--- config.mk ---
export PLATFORM = sky130hd
export DESIGN_NAME = sprite_mask_fetch
export DESIGN_NICKNAME = d
export VERILOG_FILES = /design/src/rtl/sprite_pkg.sv /design/src/rtl/sprite_out_stage.sv /design/src/rtl/sprite_mask_fetch.sv
export SDC_FILE = /design/constraint.sdc
export NUM_CORES = 1
export LEC_CHECK = 0
export BUFFER_PORTS_ARGS = -buffer_cell sky130_fd_sc_hd__buf_2
export CORE_MARGIN = 4
export CORE_UTILIZATION = 40
export CTS_CLUSTER_SIZE = 16
export DETAILED_ROUTE_END_ITERATION = 8
export GPL_TIMING_DRIVEN = 1
export PLACE_DENSITY = 0.64
export SLEW_MARGIN = 0
export SYNTH_ARGS = -nofsm -noshare
export SYNTH_HDL_FRONTEND = slang
export SYNTH_HIERARCHICAL = 1
export SYNTH_SLANG_ARGS = --single-unit
--- constraint.sdc ---
create_clock -name clk -period 2.5 [get_ports clk]
set_clock_uncertainty 0.05 [all_clocks]
set_input_delay 0.375 -clock clk [delete_from_list [all_inputs] [get_ports clk]]
set_output_delay 0.375 -clock clk [all_outputs]
set_load 0.005 [all_outputs]
--- src/rtl/sprite_pkg.sv ---
// Shared constants, coordinate type and pass-sequencer states for the sprite mask fetch block.
package sprite_pkg;
  localparam int SCREEN_W = 640;
  localparam int SCREEN_H = 480;
  localparam int SPR_DIM  = 32;
  localparam int ADDR_W   = 10;
  localparam int COORD_W  = 10;

  typedef logic [COORD_W-1:0] coord_t;

  typedef enum logic [1:0] {
    IDLE  = 2'd0,
    FETCH = 2'd1,
    DRAIN = 2'd2
  } state_e;
endpackage

--- src/rtl/sprite_out_stage.sv ---
// Pixel output register. One cycle from load to out_valid.
// When out_valid is held and out_ready is low, advance drops and every output stays frozen.
module sprite_out_stage (
  input  logic       clk,
  input  logic       reset,
  input  logic       in_vld,
  input  logic [9:0] in_x,
  input  logic [9:0] in_y,
  input  logic [7:0] in_mask,
  input  logic       in_last,
  input  logic       out_ready,
  output logic       advance,
  output logic       out_valid,
  output logic [9:0] out_x,
  output logic [9:0] out_y,
  output logic [7:0] out_mask,
  output logic       out_last
);
  logic       out_valid_q, out_valid_d;
  logic [9:0] out_x_q, out_x_d;
  logic [9:0] out_y_q, out_y_d;
  logic [7:0] out_mask_q, out_mask_d;
  logic       out_last_q, out_last_d;

  assign advance = ~out_valid_q | out_ready;

  always_comb begin
    out_valid_d = out_valid_q;
    out_x_d     = out_x_q;
    out_y_d     = out_y_q;
    out_mask_d  = out_mask_q;
    out_last_d  = out_last_q;
    if (advance) begin
      out_valid_d = in_vld;
      out_last_d  = in_vld & in_last;
      if (in_vld) begin
        out_x_d    = in_x;
        out_y_d    = in_y;
        out_mask_d = in_mask;
      end
    end
  end

  always_ff @(posedge clk) begin
    if (reset) begin
      out_valid_q <= 1'b0;
      out_x_q     <= '0;
      out_y_q     <= '0;
      out_mask_q  <= '0;
      out_last_q  <= 1'b0;
    end else begin
      out_valid_q <= out_valid_d;
      out_x_q     <= out_x_d;
      out_y_q     <= out_y_d;
      out_mask_q  <= out_mask_d;
      out_last_q  <= out_last_d;
    end
  end

  assign out_valid = out_valid_q;
  assign out_x     = out_x_q;
  assign out_y     = out_y_q;
  assign out_mask  = out_mask_q;
  assign out_last  = out_last_q;
endmodule

--- src/rtl/sprite_mask_fetch.sv ---
// Streams a sprite mask from RAM as clipped screen pixels: first pixel 3 cycles after start, then one per
// cycle; a stalled output freezes RAM, counter and tags. SPRITE_MASK_SKIP_ZERO_EN also drops zero-mask pixels.
module sprite_mask_fetch #(
  parameter int SCREEN_W = sprite_pkg::SCREEN_W,
  parameter int SCREEN_H = sprite_pkg::SCREEN_H,
  parameter int SPR_DIM  = sprite_pkg::SPR_DIM
) (
  input  logic       clk,
  input  logic       reset,
  input  logic       start,
  input  logic [9:0] sprite_x,
  input  logic [9:0] sprite_y,
  output logic       busy,
  output logic       done,
  output logic [9:0] mem_address,
  output logic       mem_chipselect,
  output logic       mem_clken,
  input  logic [7:0] mem_readdata,
  output logic       out_valid,
  input  logic       out_ready,
  output logic [9:0] out_x,
  output logic [9:0] out_y,
  output logic [7:0] out_mask,
  output logic       out_last
);
  import sprite_pkg::*;

  localparam int COL_W     = $clog2(SPR_DIM);
  localparam int LAST_ADDR = SPR_DIM * SPR_DIM - 1;

  state_e              state_q, state_d;
  logic [ADDR_W-1:0]   cnt_q, cnt_d;
  logic [ADDR_W-1:0]   rd_addr_q, rd_addr_d;
  logic                rd_valid_q, rd_valid_d;
  coord_t              spr_x_q, spr_x_d;
  coord_t              spr_y_q, spr_y_d;
  logic                done_q, done_d;

  logic                advance;
  logic [10:0]         pix_x, pix_y;
  logic                pix_keep;
  logic                rd_last;

  always_comb begin
    state_d    = state_q;
    cnt_d      = cnt_q;
    rd_addr_d  = rd_addr_q;
    rd_valid_d = rd_valid_q;
    spr_x_d    = spr_x_q;
    spr_y_d    = spr_y_q;
    done_d     = 1'b0;
    case (state_q)
      IDLE: begin
        rd_valid_d = 1'b0;
        if (start) begin
          spr_x_d = sprite_x;
          spr_y_d = sprite_y;
          cnt_d   = '0;
          state_d = FETCH;
        end
      end
      FETCH: begin
        if (advance) begin
          rd_valid_d = 1'b1;
          rd_addr_d  = cnt_q;
          cnt_d      = cnt_q + ADDR_W'(1);
          if (cnt_q == ADDR_W'(LAST_ADDR)) state_d = DRAIN;
        end
      end
      DRAIN: begin
        // The last pixel has left (or been dropped) once the tag is gone and the output can move.
        if (advance) begin
          rd_valid_d = 1'b0;
          if (!rd_valid_q) begin
            done_d  = 1'b1;
            state_d = IDLE;
          end
        end
      end
      default: state_d = IDLE;
    endcase
  end

  always_ff @(posedge clk) begin
    if (reset) begin
      state_q    <= IDLE;
      cnt_q      <= '0;
      rd_addr_q  <= '0;
      rd_valid_q <= 1'b0;
      spr_x_q    <= '0;
      spr_y_q    <= '0;
      done_q     <= 1'b0;
    end else begin
      state_q    <= state_d;
      cnt_q      <= cnt_d;
      rd_addr_q  <= rd_addr_d;
      rd_valid_q <= rd_valid_d;
      spr_x_q    <= spr_x_d;
      spr_y_q    <= spr_y_d;
      done_q     <= done_d;
    end
  end

  // Sums are one bit wider than the screen coordinates so off-screen pixels clip instead of wrapping.
  assign pix_x   = {1'b0, spr_x_q} + 11'(rd_addr_q[COL_W-1:0]);
  assign pix_y   = {1'b0, spr_y_q} + 11'(rd_addr_q[ADDR_W-1:COL_W]);
  assign rd_last = (rd_addr_q == ADDR_W'(LAST_ADDR));

`ifdef SPRITE_MASK_SKIP_ZERO_EN
  assign pix_keep = (pix_x < 11'(SCREEN_W)) && (pix_y < 11'(SCREEN_H)) && (mem_readdata != 8'd0);
`else
  assign pix_keep = (pix_x < 11'(SCREEN_W)) && (pix_y < 11'(SCREEN_H));
`endif

  assign busy           = (state_q != IDLE);
  assign done           = done_q;
  assign mem_address    = cnt_q;
  assign mem_chipselect = busy;
  assign mem_clken      = busy & advance;

  sprite_out_stage u_out_stage (
    .clk       (clk),
    .reset     (reset),
    .in_vld    (rd_valid_q & pix_keep),
    .in_x      (pix_x[9:0]),
    .in_y      (pix_y[9:0]),
    .in_mask   (mem_readdata),
    .in_last   (rd_last),
    .out_ready (out_ready),
    .advance   (advance),
    .out_valid (out_valid),
    .out_x     (out_x),
    .out_y     (out_y),
    .out_mask  (out_mask),
    .out_last  (out_last)
  );
endmodule

==> results.py, run 1 <==
metrics = {
    "clock_network": {
        "cts_buffers": 9,
        "htreeDepth": 3,
        "cts_buffer_depth": 2,
        "clkLatencyLatePin_ns": 0.36,
        "clk_pin_slew_ns": 0.08,
        "cts_tree": "yes",
        "root_buffer": "clkbuf_8",
        "clock_sinks": 74,
    },
    "job": {
        "drv_cap": 0,
    },
    "placement": {
        "place.gp.congestion": 0.893,
        "dp.cells": 616,
        "portBuffers": 75,
        "pre_cts_ws_ns": -0.0930,
        "dpl.hpwl_um": 6450,
    },
    "setup_path": {
        "cp.arrival_ns": 2.75,
        "required_ns": 2.74,
        "critPathKind": "reg -> reg",
        "end_kind": "flop",
        "path_max_fanout": 18,
        "startpoint_type": "flop",
    },
    "drt": {
        "vias": 3362,
        "dr.pass1.iters": 4,
        "drtAntennaViolNets": 0,
        "wl_per_cell_um": 14.2,
        "drt_wl_total_um": 9000,
        "drtIter0Drc": 106,
        "via_per_inst": 5.29,
        "drcViolationCount": 0,
    },
    "die": {
        "core_um2": 8760,
        "num_rows": 34,
        "die_w_um": 103,
        "die_area_um2": 10700,
        "io-pin-count": 76,
        "die_h_um": 103,
        "start_util": 0.415,
    },
    "yosys": {
        "syn_area_um2": 3630,
        "synth_ff_type": "dfxtp_1",
        "synth_common_cells": "nand2_1 (78), dfxtp_1 (74), a21oi_1 (62), nand3_1 (32), o21ai_0 (20)",
        "synth_edf_count": 0,
        "synth_top_area_frac": 0.408,
        "ys_seq_area_frac": 0.408,
        "syn_area_per_cell_um2": 8.20,
        "synthAdderAreaFrac": 0.0489,
        "synth_simple_gate_area_share": 0.213,
        "ys_types": 49,
        "synth_compound_area_frac": 0.215,
        "synthArstFlopShare": 0,
        "synth_most_common_cell": "nand2_1",
        "postSynthCellCount": 443,
        "synth.area.top_cells": "dfxtp_1 (41%), a21oi_1 (8.5%), nand2_1 (8.1%)",
        "synth_top_family_by_area": "compound AO/OA/AOI/OAI gates",
        "synthMuxAreaShare": 0.00585,
        "synth_top_area_cell": "dfxtp_1",
        "synthXorXnorAreaFrac": 0.0482,
        "synth_nets": 488,
        "yosysWarnings": 6,
        "ys_ff_latch": 74,
    },
    "global_route": {
        "grt_usage": 0.176,
        "grt_overflow_total": 0,
        "grt_pass1_vias": 3150,
        "grt_pass1_wl_um": 14800,
        "grt_max_degree": 33,
        "antenna_found_initial": 0,
    },
    "status": {
        "outcome": "complete, but fails checks",
        "violations": "negative setup slack",
    },
    "pwr": {
        "ir_drop_v": 0.000424,
        "p_leak_nw": 1.81,
        "power_density_nw_per_um2": 635,
    },
    "worst_hold_path": {
        "hold_path_class": "in -> reg",
    },
    "sta": {
        "hold_viol": 0,
        "setup_viol": 1,
        "min_period_ns": 2.51,
        "finalCritPeriodShare": 1.00,
        "worstMarginPinSlew_ns": 0.553,
        "slew_violations": 0,
        "rsz0062_at_grt": "true",
        "timing.fmax_mhz": 398,
        "setup_ws_ns": -0.0103,
        "slew_headroom": 0.631,
    },
    "cells_and_area": {
        "area_growth_pct": 25.3,
        "drive_gt1_frac": 0.319,
        "diodes": 0,
        "final-instance-count-excl-fill": 635,
        "nets": 567,
    },
}
## registers in the layout (all words and copies together) (netlist names)
signal / count
done: 1
mem_address: 10
rd_addr_q: 10
rd_valid_q: 1
spr_x_q: 10
spr_y_q: 10
state_q: 2
u_out_stage/out_last: 1
u_out_stage/out_mask: 8
u_out_stage/out_valid: 1
u_out_stage/out_x: 10
u_out_stage/out_y: 10
## worst paths after layout
path                     from                   end  slack, ns  cells after the start
setup / recovery   spr_x_q[0]  u_out_stage/out_y[8]      -0.01                     12
hold / removal    sprite_y[9]            spr_y_q[9]       0.20                      3
setup reg to reg   spr_x_q[0]  u_out_stage/out_y[8]      -0.01                     12
hold reg to reg    spr_x_q[4]            spr_x_q[4]       0.41                      2
## cells in the final DEF (no fill, tap or decap), types with 3 or more instances in the layout
master,n
ha_1,6
o21ai_2,14
xnor2_1,13
buf_4,22
a211oi_1,4
bufinv_16,3
xor2_1,7
nand4_1,6
a21oi_2,12
dfxtp_2,5
or3_1,3
nor2_1,17
dfxtp_1,69
o21ai_0,14
nand3_1,32
ha_4,4
inv_1,8
a21o_1,3
buf_2,75
or2_2,3
nand2b_1,3
clkbuf_8,11
o21ai_1,11
nand2_1,78
a21oi_1,60
## kinds of logic after synthesis
family                   after synthesis
flip-flops                            74
AO/OA/AOI/OAI                        128
multiplexers                           2
adder cells (fa/ha/maj)               13
buffers and inverters                 42
AND/OR/NAND/NOR                      164
XOR/XNOR                              20
## metal layers
metal | track usage | vias up | wire length [um]
met5 | 0 | - | 0
met4 | 0.0697 | 0 | 168
met3 | 0.0443 | 16 | 721
met2 | 0.268 | 96 | 4040
met1 | 0.240 | 1554 | 4070
li1 | - | 1696 | -
## worst max-delay path: stages, from the launching register on
cell and delay, ns:
dfxtp_1 0.33, ha_2 0.17, inv_1 0.07, fa_2 0.22, nor2b_2 0.05, o31a_1 0.31
or4_4 0.51, a21oi_4 0.16, nor4_4 0.07, inv_2 0.10, buf_12 0.17, o21ai_1 0.08
a21oi_1 0.15
## timing repair
action | CTS | global route
cloned | 0 | 0
hold buffers | 0 | 0
hold endpoints to repair | 0 | 0
setup endpoints to repair | 29 | 29
setup buffers | 1 | 2
gates resized for setup | 10 | 18
pin swaps | 2 | 1
## per-stage QoR
| step | power (mW) | hold slack [ns] | TNS (ns) | util | cell area (um2) |
|---|---|---|---|---|---|
| detailed placement | 1.74 | 0.403 | -1.77 | 0.476 | 4170 |
| global route | 3.04 | 0.194 | -2.85 | 0.520 | 4550 |
| floorplan | 1.60 | 0.390 | 0 | - | 3660 |
| finish | 2.89 | 0.203 | -0.0103 | 0.520 | 4550 |
| CTS | 2.90 | 0.192 | -0.0552 | 0.509 | 4460 |
| global placement | 1.72 | 0.399 | -0.138 | 0.476 | 4170 |
## area by class of cell
| type | instances | area [um2] |
|---|---|---|
| fillers | 873 | 4210 |
| multi-input cells | 327 | 2050 |
| flip-flops and latches | 74 | 1490 |
| repair buffers | 100 | 587 |
| clock buffers | 12 | 155 |
| well taps | 108 | 135 |
| clock inverters | 4 | 97.6 |
| inverters | 10 | 37.5 |
## where the power goes
group / internal [mW] / total, mW / leakage [nW] / switching (mW)
Clock: 0.718 / 1.17 / 0.123 / 0.452
Combinational: 0.173 / 0.419 / 1.09 / 0.246
Sequential: 1.24 / 1.30 / 0.603 / 0.0656
Total: 2.13 / 2.89 / 1.81 / 0.764
Power figures use the tool's default switching activity.
==> run 2, diff against run 1 <==
- PLACE_DENSITY: 0.64 -> unset
- PLACE_DENSITY_LB_ADDON: unset -> 0.1
==> run 2 against run 1 <==
Effect of this change:
- the run still ends with negative setup slack left
- worst hold slack better by 0.0070 ns
- wire length is 1.1% higher
- final cell count is 2.5% higher
- critical endpoint is now u_out_stage/out_mask[2]
- largest cell class unchanged
- largest power group unchanged
==> results.py, run 2 (synthesized netlist as in run 1, its figures left out) <==
metrics = {
    "status": {
        "outcome": "complete, but fails checks",
        "violations": "negative setup slack",
    },
    "setup_path": {
        "reg2reg_from": "rd_addr_q[6]",
        "reg2reg_to": "u_out_stage/out_mask[2]",
        "ff2ff_path_depth": 11,
        "crit_chain": "ha_4, a21o_1, a2111oi_4, buf_4, a21oi_2, nor4_4, buf_4, inv_8, buf_16, o21ai_2, a21oi_2",
        "max_stage_delay_ns": 0.45,
        "critPathKind": "reg -> reg",
        "cp.arrival_ns": 2.73,
        "worst-r2r-setup-slack_ns": -0.06,
        "required_ns": 2.67,
        "crit_end": "u_out_stage/out_mask[2]",
        "crit_start": "rd_addr_q[6]",
        "startpoint_type": "flop",
        "critical_path.slowest_cell": "a2111oi_4",
        "path_max_fanout": 8,
        "end_kind": "flop",
    },
    "sta": {
        "min_period_ns": 2.56,
        "finalCritPeriodShare": 1.02,
        "setup_viol": 27,
        "setup_ws_ns": -0.0575,
        "worstMarginPinSlew_ns": 0.509,
        "slew_headroom": 0.660,
        "hold_viol": 0,
        "slew_violations": 0,
        "timing.fmax_mhz": 391,
        "rsz0062_at_grt": "true",
    },
    "global_route": {
        "grt_overflow_total": 0,
        "grt_usage": 0.178,
        "grt_pass1_wl_um": 14900,
        "grt_pass1_vias": 3086,
        "grt_max_degree": 30,
        "antenna_found_initial": 0,
    },
    "drt": {
        "dr.pass1.iters": 5,
        "vias": 3319,
        "drtIter0Drc": 113,
        "drcViolationCount": 0,
        "wl_per_cell_um": 14.0,
        "drt_wl_total_um": 9100,
        "drtAntennaViolNets": 0,
        "via_per_inst": 5.10,
    },
    "pwr": {
        "sw_frac_of_total": 0.270,
        "power_density_nw_per_um2": 596,
        "combPwrFrac": 0.166,
        "ir_drop_v": 0.000275,
        "p_total_mw": 2.87,
        "p_clk_frac": 0.378,
        "p_leak_nw": 1.92,
        "internal_power_mw": 2.10,
        "pwr-share-seq": 0.455,
        "p_sw_uw": 776,
    },
    "cells_and_area": {
        "nets": 583,
        "fin_util": 0.550,
        "final_common_cell": "nand2_1",
        "finalInstanceArea_um2": 4820,
        "drive_gt1_frac": 0.363,
        "final_cell_mix": "nand2_1 (78), buf_2 (75), dfxtp_1 (66), a21oi_1 (57), buf_4 (33)",
        "area_growth_pct": 32.5,
        "final-instance-count-excl-fill": 651,
        "diodes": 0,
    },
    "clock_network": {
        "clk_pin_slew_ns": 0.08,
        "root_buffer": "clkbuf_8",
        "clkLatencyLatePin_ns": 0.34,
        "cts_tree": "yes",
        "clock_sinks": 74,
        "htreeDepth": 3,
        "postCtsHoldBufs": 0,
        "cts_buffer_depth": 2,
        "cts_buffers": 9,
    },
    "die": {
        "num_rows": 34,
        "die_area_um2": 10700,
        "start_util": 0.415,
        "io-pin-count": 76,
        "core_um2": 8760,
        "die_w_um": 103,
        "die_h_um": 103,
    },
    "placement": {
        "dpl.hpwl_um": 6450,
        "place_area_um2": 4270,
        "pre_cts_ws_ns": -0.0853,
        "portBuffers": 75,
        "dp.cells": 627,
        "place.gp.congestion": 0.918,
    },
    "worst_hold_path": {
        "hold_path_class": "in -> reg",
    },
    "job": {
        "drv_cap": 0,
    },
}
[run 2: cell types whose count changed in the layout (fill, tap and decap cells not counted), sizes merged]
cell | previous run | this run
buf | 100 | 116
bufinv | 3 | 2
clkinv | 0 | 1
[run 2: routing by layer]
layer	vias to the layer above	wire length (um)	global-route usage
met5	-	0	0
met4	0	95	0.0697
met3	8	449	0.0322
met2	68	3990	0.273
met1	1503	4560	0.247
li1	1740	-	-
[run 2: worst min path at each step]
stage / start / end / slack, ns / cells past startpoint
2_1_floorplan: spr_x_q[0] / spr_x_q[0] / 0.39 / 2
3_3_place_gp: u_out_stage/out_mask[2] / u_out_stage/out_mask[2] / 0.40 / 2
3_5_place_dp: spr_x_q[3] / spr_x_q[3] / 0.40 / 2
4_1_cts: sprite_y[9] / spr_y_q[9] / 0.19 / 3
5_1_grt: sprite_y[2] / spr_y_q[2] / 0.20 / 3
6_report: sprite_y[9] / spr_y_q[9] / 0.21 / 3
[run 2: stage by stage]
stage / TNS [ns] / hold slack (ns)
2_1_floorplan: 0 / 0.390
3_3_place_gp: 0 / 0.398
3_5_place_dp: -1.45 / 0.403
4_1_cts: -0.000539 / 0.194
5_1_grt: -5.47 / 0.205
6_report: -1.06 / 0.210
[run 2: worst max-delay path: cells and delay by family (launching register included)]
| kind | cells | cell delay, ns |
|---|---|---|
| flops | 1 | 0.37 |
| buf+inv | 4 | 0.56 |
| simple gates | 1 | 0.30 |
| fa+ha+maj | 1 | 0.23 |
| compound gates | 5 | 0.92 |
[run 2: what timing repair did]
| action | 4_1_cts | 5_1_grt |
|---|---|---|
| buffers inserted | 4 | 3 |
| gates resized for setup | 34 | 23 |
| endpoints found under the setup margin | 28 | 30 |
| pin swaps | 12 | 11 |
| gates cloned | 2 | 0 |
[run 2: power by group through the flow]
stage | Sequential [mW] | Clock [mW] | Combinational [mW]
2_1_floorplan | 1.30 | 0 | 0.298
3_3_place_gp | 1.33 | 0 | 0.420
3_5_place_dp | 1.33 | 0 | 0.423
4_1_cts | 1.30 | 1.12 | 0.470
5_1_grt | 1.32 | 1.16 | 0.541
6_report | 1.31 | 1.09 | 0.478
[run 2: area by class of cell]
class                           instances  area, um2
Fill cell                             875       3950
Clock inverter                          4       72.6
Tap cell                              108        135
Multi-Input combinational cell        327       2140
Clock buffer                           12        165
Sequential cell                        74       1490
Timing Repair Buffer                  116        767
Inverter                               10       45.0
==> run 3, diff against run 2 <==
- SKIP_CTS_REPAIR_TIMING: unset -> 1
==> run 3 against run 2 <==
Effect of this change:
- the run still ends with negative setup slack left
- register-to-register slack improved by 0.03 ns
- largest power group unchanged
- worst hold slack better by 0.0021 ns
- sequential power barely moved
- worst setup slack better by 0.033 ns
- utilization grew 0.31 points
- count of clock-buffer cells in the layout is the same
- cell area is 0.57% higher
- sequential share of layout area decreased by 0.20 points
==> results.py, run 3 (synthesized netlist as in run 1, its figures left out) <==
metrics = {
    "drt": {
        "via_per_inst": 5.12,
        "dr.pass1.iters": 4,
        "drtAntennaViolNets": 0,
        "drtIter0Drc": 106,
        "wl_per_cell_um": 14.1,
        "drcViolationCount": 0,
        "vias": 3320,
        "drt_wl_total_um": 9140,
    },
    "placement": {
        "dp.cells": 627,
        "place.gp.congestion": 0.918,
        "pre_cts_ws_ns": -0.0853,
        "place_area_um2": 4270,
        "dpl.hpwl_um": 6450,
        "portBuffers": 75,
    },
    "cells_and_area": {
        "final-instance-count-excl-fill": 649,
        "final_common_cell": "nand2_1",
        "diodes": 0,
        "final_cell_mix": "nand2_1 (78), buf_2 (75), dfxtp_1 (67), a21oi_1 (56), buf_4 (31)",
        "finalInstanceArea_um2": 4840,
        "fin_util": 0.553,
        "drive_gt1_frac": 0.375,
        "nets": 581,
        "area_growth_pct": 33.3,
    },
    "global_route": {
        "grt_usage": 0.171,
        "grt_max_degree": 30,
        "grt_overflow_total": 0,
        "grt_pass1_vias": 2995,
        "antenna_found_initial": 0,
        "grt_pass1_wl_um": 14400,
    },
    "clock_network": {
        "root_buffer": "clkbuf_8",
        "cts_buffers": 9,
        "clk_pin_slew_ns": 0.08,
        "cts_buffer_depth": 2,
        "htreeDepth": 3,
        "clkLatencyLatePin_ns": 0.34,
        "cts_tree": "yes",
        "clock_sinks": 74,
    },
    "sta": {
        "hold_viol": 0,
        "slew_headroom": 0.644,
        "rsz0062_at_grt": "true",
        "slew_violations": 0,
        "timing.fmax_mhz": 396,
        "finalCritPeriodShare": 1.01,
        "min_period_ns": 2.52,
        "setup_viol": 17,
        "worstMarginPinSlew_ns": 0.534,
        "setup_ws_ns": -0.0244,
    },
    "setup_path": {
        "max_stage_delay_ns": 0.43,
        "reg2reg_to": "u_out_stage/out_mask[1]",
        "crit_chain": "ha_4, and3_4, a2111oi_4, buf_4, a21oi_2, nor4_4, inv_2, clkbuf_16, o21ai_4, a21oi_2",
        "ff2ff_path_depth": 10,
        "end_kind": "flop",
        "reg2reg_from": "rd_addr_q[9]",
        "startpoint_type": "flop",
        "path_max_fanout": 8,
        "critPathKind": "reg -> reg",
        "crit_top_cell": "a21oi_2",
        "required_ns": 2.67,
        "worst-r2r-setup-slack_ns": -0.02,
        "critical_path.slowest_cell": "a2111oi_4",
        "cp.arrival_ns": 2.70,
    },
    "status": {
        "violations": "negative setup slack",
        "outcome": "complete, but fails checks",
    },
    "pwr": {
        "p_leak_nw": 1.91,
        "ir_drop_v": 0.000275,
        "sw_frac_of_total": 0.273,
        "internal_power_mw": 2.09,
        "power_density_nw_per_um2": 594,
        "pwr-share-seq": 0.455,
        "p_clk_frac": 0.379,
        "combPwrFrac": 0.166,
        "p_sw_uw": 786,
    },
    "worst_hold_path": {
        "hold_path_class": "in -> reg",
        "hold-path-endpoint": "spr_y_q[1]",
        "min_path_cells": 3,
        "worstHoldStart": "sprite_y[1]",
    },
    "die": {
        "die_h_um": 103,
        "core_um2": 8760,
        "die_w_um": 103,
        "num_rows": 34,
        "start_util": 0.415,
        "io-pin-count": 76,
        "die_area_um2": 10700,
    },
    "job": {
        "drv_cap": 0,
    },
}
## run 3: cell count changes in the layout (fill, tap and decap cells not counted), sizes merged
cell / change
clkbuf: +2
buf: -4
## run 3: worst max path at each step
stage	startpoint	end	slack (ns)	cells after the start
2_1_floorplan	rd_addr_q[5]	u_out_stage/out_x[0]	0.002	12
3_3_place_gp	rd_addr_q[5]	u_out_stage/out_mask[7]	0.02	11
3_5_place_dp	rd_addr_q[5]	u_out_stage/out_x[9]	-0.09	11
4_1_cts	rd_addr_q[5]	u_out_stage/out_x[9]	-0.1	11
5_1_grt	spr_x_q[0]	u_out_stage/out_y[7]	-0.16	12
6_report	rd_addr_q[9]	u_out_stage/out_mask[1]	-0.02	10
## run 3: final cells by class
cell class	count	area, um2
multi-input cells	327	2190
well taps	108	135
fillers	876	3920
repair buffers	114	747
clock buffers	12	165
inverters	10	37.5
flip-flops and latches	74	1490
clock inverters	4	72.6
## run 3: through the flow
step | total power [mW] | hold slack, ns | TNS (ns)
floorplan | 1.60 | 0.390 | 0
global placement | 1.75 | 0.398 | 0
detailed placement | 1.75 | 0.403 | -1.45
CTS | 2.84 | 0.194 | -1.85
global route | 3.02 | 0.205 | -4.08
finish | 2.88 | 0.212 | -0.175
## run 3: power groups by stage
stage	Combinational [mW]	Sequential, mW	Clock (mW)
floorplan	0.298	1.30	0
global placement	0.420	1.33	0
detailed placement	0.423	1.33	0
CTS	0.426	1.30	1.12
global route	0.540	1.32	1.16
finish	0.478	1.31	1.09
## run 3: critical path: cells and delay by family, from the launching register on
kind	cells	cell delay, ns
AO/OA/AOI/OAI	4	0.68
adder cells (fa/ha/maj)	1	0.23
buffers and inverters	3	0.55
flip-flops	1	0.39
AND/OR/NAND/NOR	2	0.50
## run 3: per-layer routing
layer / up-vias / track usage / part of all wire
li1: 1725 / - / -
met3: 10 / 0.0322 / 0.051
met1: 1512 / 0.238 / 0.50
met4: 0 / 0.0697 / 0.012
met2: 73 / 0.259 / 0.44
met5: - / 0 / 0
